File: config.mk
export PLATFORM = sky130hd
export DESIGN_NAME = frame_acc_md_flat
export DESIGN_NICKNAME = d
export VERILOG_FILES = /design/src/rtl/frame_acc_md_if.sv /design/src/rtl/frame_acc_md.sv /design/src/flat_wrapper.sv
export SDC_FILE = /design/constraint.sdc
export NUM_CORES = 1
export LEC_CHECK = 0
export CAP_MARGIN = 20
export CORE_MARGIN = 1.5
export CORE_UTILIZATION = 30
export CTS_CLUSTER_DIAMETER = 200
export DETAILED_ROUTE_END_ITERATION = 8
export PLACE_DENSITY = 0.44
export SYNTH_ARGS = -nofsm -noshare
export SYNTH_HDL_FRONTEND = slang
export SYNTH_SLANG_ARGS = --single-unit
File: constraint.sdc
create_clock -name clock -period 2.9 [get_ports clock]
set_clock_uncertainty 0.15 [all_clocks]
set_input_delay 0.58 -clock clock [delete_from_list [all_inputs] [get_ports clock]]
set_output_delay 0.58 -clock clock [all_outputs]
set_load 0.05 [all_outputs]
File: src/rtl/frame_acc_md_if.sv
// Beat-in / frame-result-out handshake bundle for frame_acc_md.
interface frame_acc_md_if #(
    parameter int DSIZE = 8,
    parameter int CH    = 2,
    parameter int ASIZE = 10,
    parameter int CSIZE = 8
);
    logic                  in_valid;
    logic                  in_ready;
    logic [CH*DSIZE-1:0]   in_data;
    logic [CH-1:0]         in_bit;
    logic                  in_last;
    logic                  out_valid;
    logic                  out_ready;
    logic [CH*ASIZE-1:0]   out_data;
    logic [CSIZE-1:0]      out_cnt;
    logic                  out_ovf;

    modport master (
        output in_valid, in_data, in_bit, in_last, out_ready,
        input  in_ready, out_valid, out_data, out_cnt, out_ovf
    );

    modport slave (
        input  in_valid, in_data, in_bit, in_last, out_ready,
        output in_ready, out_valid, out_data, out_cnt, out_ovf
    );
endinterface

File: src/rtl/frame_acc_md.sv
// Per-channel frame accumulator: sums (data + carry bit) over each frame and
// queues the frame sums, beat count and overflow flag in a small output FIFO.
module frame_acc_md #(
    parameter int DSIZE = 8,
    parameter int CH    = 2,
    parameter int ASIZE = 10,
    parameter int CSIZE = 8,
    parameter int DEPTH = 4,
    parameter int SAT   = 0
) (
    input  logic           clock,
    input  logic           rst_n,
    frame_acc_md_if.slave  bus
);
    localparam int               PW       = (DEPTH > 1) ? $clog2(DEPTH) : 1;
    localparam logic [PW:0]      FULL_CNT = (PW+1)'(DEPTH);
    localparam logic [CSIZE-1:0] CNT_MAX  = {CSIZE{1'b1}};
    localparam logic [ASIZE-1:0] ACC_MAX  = {ASIZE{1'b1}};

    logic [CH-1:0][ASIZE-1:0]       acc_q, acc_d, sum_s;
    logic [CH-1:0][ASIZE:0]         v_s, s_s;
    logic [CH-1:0]                  ch_ovf_s;
    logic [CSIZE-1:0]               cnt_q, cnt_d, cnt_inc_s;
    logic                           ovf_q, ovf_d, ovf_new_s;
    logic                           first_q, first_d;
    logic [DEPTH-1:0][CH*ASIZE-1:0] mem_data_q, mem_data_d;
    logic [DEPTH-1:0][CSIZE-1:0]    mem_cnt_q, mem_cnt_d;
    logic [DEPTH-1:0]               mem_ovf_q, mem_ovf_d;
    logic [PW-1:0]                  wr_ptr_q, wr_ptr_d, rd_ptr_q, rd_ptr_d;
    logic [PW:0]                    count_q, count_d;
    logic                           in_ready_s, accept_s, pop_s, push_s;

    // Every beat needs a free slot, so a frame end can always be queued.
    assign in_ready_s    = (count_q < FULL_CNT);
    assign bus.in_ready  = in_ready_s;
    assign bus.out_valid = (count_q != {(PW+1){1'b0}});
    assign bus.out_data  = mem_data_q[rd_ptr_q];
    assign bus.out_cnt   = mem_cnt_q[rd_ptr_q];
    assign bus.out_ovf   = mem_ovf_q[rd_ptr_q];

    // Per-channel beat value added onto the running sum, with overflow handling.
    always_comb begin
        v_s      = '0;
        s_s      = '0;
        sum_s    = '0;
        ch_ovf_s = '0;
        for (int c = 0; c < CH; c++) begin
            v_s[c] = {{(ASIZE-DSIZE){1'b0}},
                      ({1'b0, bus.in_data[c*DSIZE +: DSIZE]} + {{DSIZE{1'b0}}, bus.in_bit[c]})};
            if (first_q) begin
                s_s[c] = v_s[c];
            end else begin
                s_s[c] = {1'b0, acc_q[c]} + v_s[c];
            end
            ch_ovf_s[c] = s_s[c][ASIZE];
            if (s_s[c][ASIZE] && (SAT != 0)) begin
                sum_s[c] = ACC_MAX;
            end else begin
                sum_s[c] = s_s[c][ASIZE-1:0];
            end
        end
        if (cnt_q == CNT_MAX) begin
            cnt_inc_s = cnt_q;
        end else begin
            cnt_inc_s = cnt_q + CSIZE'(1);
        end
        ovf_new_s = ovf_q | (|ch_ovf_s);
    end

    // Next-state for frame accumulation and FIFO bookkeeping.
    always_comb begin
        accept_s   = bus.in_valid & in_ready_s;
        pop_s      = bus.out_valid & bus.out_ready;
        push_s     = accept_s & bus.in_last;
        acc_d      = acc_q;
        cnt_d      = cnt_q;
        ovf_d      = ovf_q;
        first_d    = first_q;
        mem_data_d = mem_data_q;
        mem_cnt_d  = mem_cnt_q;
        mem_ovf_d  = mem_ovf_q;
        wr_ptr_d   = wr_ptr_q;
        rd_ptr_d   = rd_ptr_q;
        count_d    = count_q;
        if (accept_s) begin
            if (bus.in_last) begin
                mem_data_d[wr_ptr_q] = sum_s;
                mem_cnt_d[wr_ptr_q]  = cnt_inc_s;
                mem_ovf_d[wr_ptr_q]  = ovf_new_s;
                wr_ptr_d             = wr_ptr_q + PW'(1);
                acc_d                = '0;
                cnt_d                = '0;
                ovf_d                = 1'b0;
                first_d              = 1'b1;
            end else begin
                acc_d   = sum_s;
                cnt_d   = cnt_inc_s;
                ovf_d   = ovf_new_s;
                first_d = 1'b0;
            end
        end else begin
            first_d = first_q;
        end
        if (pop_s) begin
            rd_ptr_d = rd_ptr_q + PW'(1);
        end else begin
            rd_ptr_d = rd_ptr_q;
        end
        case ({push_s, pop_s})
            2'b10:   count_d = count_q + (PW+1)'(1);
            2'b01:   count_d = count_q - (PW+1)'(1);
            default: count_d = count_q;
        endcase
    end

    // State registers; reset empties the FIFO and discards any partial frame.
    always_ff @(posedge clock or negedge rst_n) begin
        if (!rst_n) begin
            acc_q      <= '0;
            cnt_q      <= '0;
            ovf_q      <= 1'b0;
            first_q    <= 1'b1;
            mem_data_q <= '0;
            mem_cnt_q  <= '0;
            mem_ovf_q  <= '0;
            wr_ptr_q   <= '0;
            rd_ptr_q   <= '0;
            count_q    <= '0;
        end else begin
            acc_q      <= acc_d;
            cnt_q      <= cnt_d;
            ovf_q      <= ovf_d;
            first_q    <= first_d;
            mem_data_q <= mem_data_d;
            mem_cnt_q  <= mem_cnt_d;
            mem_ovf_q  <= mem_ovf_d;
            wr_ptr_q   <= wr_ptr_d;
            rd_ptr_q   <= rd_ptr_d;
            count_q    <= count_d;
        end
    end
endmodule

File: src/flat_wrapper.sv
// flat-port wrapper written by rule: the top's interface ports become plain ports
module frame_acc_md_flat 
#(
    parameter int DSIZE = 8,
    parameter int CH    = 2,
    parameter int ASIZE = 10,
    parameter int CSIZE = 8,
    parameter int DEPTH = 4,
    parameter int SAT   = 0
)
  (clock, rst_n, bus_in_valid, bus_in_data, bus_in_bit, bus_in_last, bus_out_ready, bus_in_ready, bus_out_valid, bus_out_data, bus_out_cnt, bus_out_ovf);
  frame_acc_md_if #(.DSIZE(DSIZE), .CH(CH), .ASIZE(ASIZE), .CSIZE(CSIZE)) bus_i ();
  input  logic clock;
  input  logic rst_n;
  input wire logic [$bits(bus_i.in_valid)-1:0] bus_in_valid;
  input wire logic [$bits(bus_i.in_data)-1:0] bus_in_data;
  input wire logic [$bits(bus_i.in_bit)-1:0] bus_in_bit;
  input wire logic [$bits(bus_i.in_last)-1:0] bus_in_last;
  input wire logic [$bits(bus_i.out_ready)-1:0] bus_out_ready;
  output wire logic [$bits(bus_i.in_ready)-1:0] bus_in_ready;
  output wire logic [$bits(bus_i.out_valid)-1:0] bus_out_valid;
  output wire logic [$bits(bus_i.out_data)-1:0] bus_out_data;
  output wire logic [$bits(bus_i.out_cnt)-1:0] bus_out_cnt;
  output wire logic [$bits(bus_i.out_ovf)-1:0] bus_out_ovf;
  assign bus_i.in_valid = bus_in_valid;
  assign bus_i.in_data = bus_in_data;
  assign bus_i.in_bit = bus_in_bit;
  assign bus_i.in_last = bus_in_last;
  assign bus_i.out_ready = bus_out_ready;
  assign bus_in_ready = bus_i.in_ready;
  assign bus_out_valid = bus_i.out_valid;
  assign bus_out_data = bus_i.out_data;
  assign bus_out_cnt = bus_i.out_cnt;
  assign bus_out_ovf = bus_i.out_ovf;
  frame_acc_md #(.DSIZE(DSIZE), .CH(CH), .ASIZE(ASIZE), .CSIZE(CSIZE), .DEPTH(DEPTH), .SAT(SAT)) u_core (.clock(clock), .rst_n(rst_n), .bus(bus_i));
endmodule
==> impl_metrics.tcl <==
set metrics [dict create \
    cts_tree "done" \
    synth_cell_type_count 60 \
    status "complete, no violations" \
    worstPathCellList "clkdlybuf4s50_1 > buf_4 > nand3_2 > xnor2_2 > ha_1 > buf_4 > nand2_1 > a211o_1 > nor4b_2 > a211oi_2 > buf_4 > o21ai_0" \
    initial_utilization 0.3050 \
    slowest_stage "clkdlybuf4s50_1" \
    die_h_um 165.5 \
    worst-slew-pin-transition_ns 0.6774 \
    detail_route.wirelength_mm 21.12 \
    crit_type "input port to register" \
    antenna_found_initial 0 \
    synth.avg_cell_area_sq_um 10.24 \
    cp-end-kind "register" \
    synthCells 774 \
    timing.final.max_slew_violations 0 \
    async_flop_share 1.000 \
    diodes 0 \
    fin_area_sq_um 10630 \
    grt_usage 0.1651 \
    layout.cells.non_filler 1252 \
    area.growth.synth_to_final_pct 34.11 \
    num_io_pins 54 \
    max_stage_delay_ns 0.51 \
    yosysWarnings 0 \
    path_delay_family "buffers and inverters" \
    drt_iter0_drc 389 \
    required_ns 3.04 \
    ys_seq_area_frac 0.4832 \
    core_sq_um 25980 \
    met3_length_um 638 \
    cpMostUsedCell "buf_4" \
    layout-drive-gt1-share 0.2748 \
    clk_pin_slew_ns 0.06 \
    final-hold-violation-count 0 \
    placed_cell_area_sq_um 9772 \
    wl_met2_mm 10.28 \
    grt_pass1_wl_mm 34.36 \
    drc 0 \
    max-vdd-ir-drop_v 0.0005811 \
    path_buf_inv 4 \
    hold-worst-slack_ns 0.3226 \
    row_count 59 \
    placed_cells 1212 \
    vias 6271 \
    fin_util 0.4091 \
    synth-main-ff-cell "dfrtp_1" \
    clk_latency_ns 0.42 \
    hpwlAfterDp_mm 14.58 \
    htree_levels 4 \
    grt_pass1_vias 6517 \
    die_area_sq_um 27410 \
    met1_length_mm 9.918 \
    fin_crit_ns 2.850 \
    max_slew_margin 0.5473 \
    maxCapViolCount 0 \
    synth_top_cell_area_share 0.4799 \
    root_buffer "clkbuf_16" \
    hp-class "register to register" \
    grt_max_degree 83 \
    post-synth-top-area-cell "dfrtp_1" \
    clockBufferDepth 2 \
    ys_ff_latch 153 \
    fp.dieW_um 165.5 \
    power.total_uw 12940 \
    syn-num-nets 830 \
    start_kind "input port" \
    nets 960 \
    cts_sinks 153 \
    vias_per_cell 5.009 \
    highest_layer "met4" \
    rsz0062_at_grt "yes" \
    max_freq_mhz 350.9 \
    arrival_ns 2.99 \
    min_period_over_period 0.9827 \
    port_buffers 53 \
    setup_viol 0 \
    overflow 0 \
    ant_nets 0 \
    cts_buffers 17 \
    synth_edf_count 0 \
    synthTopCellsByArea "dfrtp_1 (48%), o21ai_0 (8.4%), mux4_2 (8.2%)" \
    crit_path_max_fanout 5 \
    netlist_area_sq_um 7926 \
    gp_congestion 0.8093 \
    wl_per_cell_um 16.87 \
    pwr_density_cell_nw_per_um2 1217 \
    leakage_uw 0.004792 \
    drt_first_pass_iters 5 \
]
==> final timing paths <==
check,startpoint,endpoint,slack [ns],cells after the start
min reg2reg,u_core.mem_data_q[41]$_DFFE_PN0P_,u_core.mem_data_q[41]$_DFFE_PN0P_,0.32,2
max,bus_in_data[3],u_core.mem_data_q[47]$_DFFE_PN0P_,0.05,12
max reg2reg,u_core.acc_q[0]$_DFFE_PN0P_,u_core.mem_data_q[8]$_DFFE_PN0P_,0.43,8
min in group asynchronous,rst_n,u_core.mem_data_q[5]$_DFFE_PN0P_,0.45,2
max in group asynchronous,rst_n,u_core.first_q$_DFFE_PN1P_,1.43,3
min,u_core.mem_data_q[41]$_DFFE_PN0P_,u_core.mem_data_q[41]$_DFFE_PN0P_,0.32,2
==> report_power, final <==
| part | switching (uW) | leakage, uW | internal [uW] |
|---|---|---|---|
| registers | 550 | 0.00198 | 3020 |
| clock network | 953 | 0.000281 | 1220 |
| logic | 3880 | 0.00253 | 3310 |
==> final cells by class <==
cell class | instances | area [sq um]
timing repair buffer | 156 | 1624
tap | 335 | 419.2
multi-input combinational | 564 | 4136
fill | 2506 | 15350
clock buffer | 18 | 439.2
inverter | 12 | 45.04
clock inverter | 14 | 135.1
sequential | 153 | 3831
==> registers in the layout (all words and copies together), names as in the netlist <==
signal / cells
u_core.cnt_q: 8
u_core.count_q: 3
u_core.mem_data_q: 80
u_core.mem_ovf_q: 4
u_core.mem_cnt_q: 32
u_core.wr_ptr_q: 2
u_core.first_q: 1
u_core.ovf_q: 1
u_core.acc_q: 20
u_core.rd_ptr_q: 2
==> layout by cell type, fill, tap and decap left out, drive strengths merged, types with 7 or more instances in the layout <==
| cell type | n |
|---|---|
| xnor2 | 17 |
| buf | 132 |
| dlygate4sd2 | 7 |
| o21ai | 140 |
| ha | 30 |
| nor3 | 9 |
| nand3 | 23 |
| a21o | 7 |
| nand2 | 152 |
| and3 | 10 |
| mux2i | 17 |
| clkdlybuf4s50 | 13 |
| a21oi | 26 |
| mux4 | 29 |
| xor2 | 11 |
| inv | 18 |
| dfrtp | 152 |
| nor2 | 23 |
| clkbuf | 19 |
==> routing by layer <==
| metal | global-route usage | up-vias |
|---|---|---|
| met3 | 0.02872 | 17 |
| met4 | 0.04586 | 0 |
| met2 | 0.2731 | 104 |
| li1 | - | 3024 |
| met5 | 0 | - |
| met1 | 0.2221 | 3126 |
==> worst reg2reg max path: stages (launching register included) <==
cell      delay (ns)
dfrtp_1         0.40
ha_1            0.24
fa_1            0.40
buf_4           0.16
a21oi_2         0.18
o211ai_1        0.12
a311oi_2        0.26
o31a_1          0.33
o21ai_1         0.11
==> cells by family (layout without fill, tap and decap cells) <==
logic type               count (synthesis)  count (layout)  share of synthesized area
flip-flops                             153             153                     0.4832
AND/OR/NAND/NOR                        239             239                     0.1304
XOR/XNOR                                28              28                    0.03189
adder cells (fa/ha/maj)                 33              33                    0.05493
multiplexers                            48              48                     0.1083
buffers and inverters                   57             200                    0.02841
AO/OA/AOI/OAI                          216             216                     0.1629
==> synth_stat cells, types with 3 or more instances <==
cell type,n
inv_1,11
a311oi_1,3
a21o_1,7
o31ai_1,4
o22ai_1,3
nor4b_1,3
mux4_2,29
fa_1,3
a31oi_1,5
nand2_1,152
nand2b_1,5
clkbuf_1,29
a21oi_1,26
nand3_1,23
a22oi_1,5
and3_1,10
ha_1,30
xnor2_1,17
o21ai_0,133
mux2i_1,16
xor2_1,10
buf_2,8
and4_1,3
nor2b_1,3
nor3_1,9
nand4_1,3
dfrtp_1,152
buf_1,7
o21ai_1,6
nor2_1,23
==> stage by stage <==
step | setup TNS, ns | setup WS [ns]
detailed placement | -46.06 | -0.7323
global placement | -41.97 | -0.6999
finish | 0 | 0.05019
CTS | 0 | 0.001907
global route | -0.1772 | -0.05876
floorplan | 0 | 0.003446
==> timing repair <==
item | in CTS | in global routing
hold buffers | 1 | 0
pin swaps | 23 | 18
buffers inserted | 5 | 2
endpoints found under the hold margin | 24 | 0
setup endpoints to repair | 73 | 44
gates resized for setup | 31 | 27
Note: power is estimated with default switching activity, not from simulation.
==> edit 1, RTL diff (same flow settings) <==
`SAT` is set to 0 in 2 places; all go to 1.
--- a/src/rtl/frame_acc_md.sv
+++ b/src/rtl/frame_acc_md.sv
@@ -6,7 +6,7 @@
     parameter int ASIZE = 10,
     parameter int CSIZE = 8,
     parameter int DEPTH = 4,
-    parameter int SAT   = 0
+    parameter int SAT   = 1
 ) (
     input  logic           clock,
     input  logic           rst_n,
--- a/src/flat_wrapper.sv
+++ b/src/flat_wrapper.sv
@@ -6,7 +6,7 @@
     parameter int ASIZE = 10,
     parameter int CSIZE = 8,
     parameter int DEPTH = 4,
-    parameter int SAT   = 0
+    parameter int SAT   = 1
 )
   (clock, rst_n, bus_in_valid, bus_in_data, bus_in_bit, bus_in_last, bus_out_ready, bus_in_ready, bus_out_valid, bus_out_data, bus_out_cnt, bus_out_ovf);
   frame_acc_md_if #(.DSIZE(DSIZE), .CH(CH), .ASIZE(ASIZE), .CSIZE(CSIZE)) bus_i ();
Formal check against the unedited RTL: same outputs for any inputs over 4 cycles, from zero or initial values and one cycle with rst_n low; that may be too few to reach the edited logic, so the function may still have changed.
==> edit 1 against the original RTL <==
The flow now finishes with violations (design-rule violations); power grew 5.9%; synthesized cell count grew 0.90%; wire length is 4.2% lower; area after synthesis is 1.5% higher; combinational power grew 10%; sequential cell count did not move; worst setup slack improved by 0.037 ns; maximum frequency rose by 1.3%; non-clock buffer count rose by 2; cell area grew 3.2%; largest cell class unchanged; highest routed layer unchanged.
==> edit 1: results (changes against the original RTL) <==
{| class="wikitable"
! Metric !! Value
|-
| Commonest cells in the synthesized netlist || 163 x nand2_1, 152 x dfrtp_1, 147 x o21ai_0
|-
| Detail-routed via count per cell || 4.82 (-3.9%)
|-
| Area contributors post-synth || dfrtp_1 47%, o21ai_0 9.1%, mux4_2 8.1%
|-
| Register-to-Register Setup Slack || 0.48 ns (+0.05 ns)
|-
| Leakage Power || 4.82 nW (+0.52%)
|-
| Share of synthesized area occupied by flip-flops and latches || 0.476 (-0.00714)
|-
| Post-Synthesis Net Count || 837 (+0.84%)
|-
| Met3 Usage GRT || 0.0252 (-0.00353)
|-
| Routed met1 length || 9.83 mm (-0.85%)
|-
| Metal2 WL || 9.61 mm (-6.6%)
|-
| Met1 Use GR || 0.219 (-0.00336)
|-
| Routability congestion estimate from global placement || 0.816 (+0.82%)
|-
| Status || complete, but fails checks
|-
| Non-filler cells, final || 1260 (+0.64%)
|-
| 1st-iter DRT viols || 345 (-11%)
|-
| Global routing usage summed across all routing layers || 0.155 (-0.00983)
|-
| Headroom to the max-slew limit || 0.621 (+0.0733)
|-
| Ratio of cells with drive above 1 in the final layout || 0.320 (+0.0452)
|-
| # DRC || 3 (+3)
|-
| Global-route track usage on met2 || 0.249 (-0.0241)
|-
| DR WL/cell || 16.1 microns (-4.8%)
|-
| Violated checks || design-rule violations
|-
| Routed length on met3 || 558 microns (-13%)
|-
| Worst r2r dst || u_core.acc_q[6]
|-
| Final-stage net count || 968 (+0.83%)
|-
| Worst hold path startpoint || u_core.count_q[0]
|-
| Number of detailed-routing iterations run before antenna repair || 9 (+4)
|-
| Cell depth of the worst hold path || 1 (-1)
|-
| Gate count of the mapped netlist || 781 (+0.90%)
|-
| Crit. Startpoint || bus_in_bit[0]
|-
| Synth cell types || 63 (+5.0%)
|-
| WHS || 0.321 ns (-0.00172 ns)
|-
| Largest net degree at the start of global routing || 63 (-24%)
|-
| Global-route wire length before repair || 34.3 mm (-0.24%)
|}
-- edit 1: critical path, stage by stage --
cell and delay, ns:
dlygate4sd2_1 0.27, ha_2 0.20, nand2_1 0.11, nor2_4 0.17, xor2_4 0.20, ha_4 0.25
a211oi_4 0.25, o22ai_2 0.12, a21oi_2 0.19, nand2_4 0.19, o22ai_4 0.33, o21ai_1 0.11
-- edit 1: area by class of cell --
class | instances | share of cell area
clock buffers | 18 | 0.0400
flip-flops and latches | 153 | 0.349
repair buffers | 158 | 0.155
multi-input cells | 565 | 0.401
clock inverters | 14 | 0.0107
well taps | 335 | 0.0382
inverters | 17 | 0.00582
-- edit 1: what timing repair did --
item                                    in CTS  in global routing
resized for setup                           87                 52
setup buffers                               10                  4
pin swaps                                   36                 31
hold buffers                                 1                  0
endpoints found under the hold margin       42                  0
endpoints found under the setup margin     105                105
-- edit 1: logic make-up (layout without fill, tap and decap cells) --
family                     count (synthesis)  after routing  share of synthesized area
adders and majority gates                 33             33                     0.0541
DFF                                      153            153                      0.476
muxes                                     34             34                     0.0876
buffers and inverters                     63            207                     0.0437
xor gates and xnor gates                  27             27                     0.0294
and+or+nand+nor                          239            239                      0.127
AOI/OAI and AO/OA                        232            232                      0.182
-- edit 1: worst max-delay path by stage --
stage / to / slack [ns] / depth (start not counted)
after global routing: u_core.mem_data_q[65] / -0.007 / 13
final: u_core.mem_data_q[68] / 0.09 / 12
after detailed placement: u_core.mem_ovf_q[1] / -0.79 / 12
after floorplan: u_core.acc_q[10] / 0.01 / 12
after global placement: u_core.mem_ovf_q[0] / -0.80 / 13
after CTS: u_core.mem_data_q[59] / 0.001 / 12
-- edit 1: power by group --
part	total, W	internal, W	switching [W]
Combinational	0.00794	0.00367	0.00428
Clock	0.00212	0.00114	0.000976
Sequential	0.00365	0.00309	0.000557
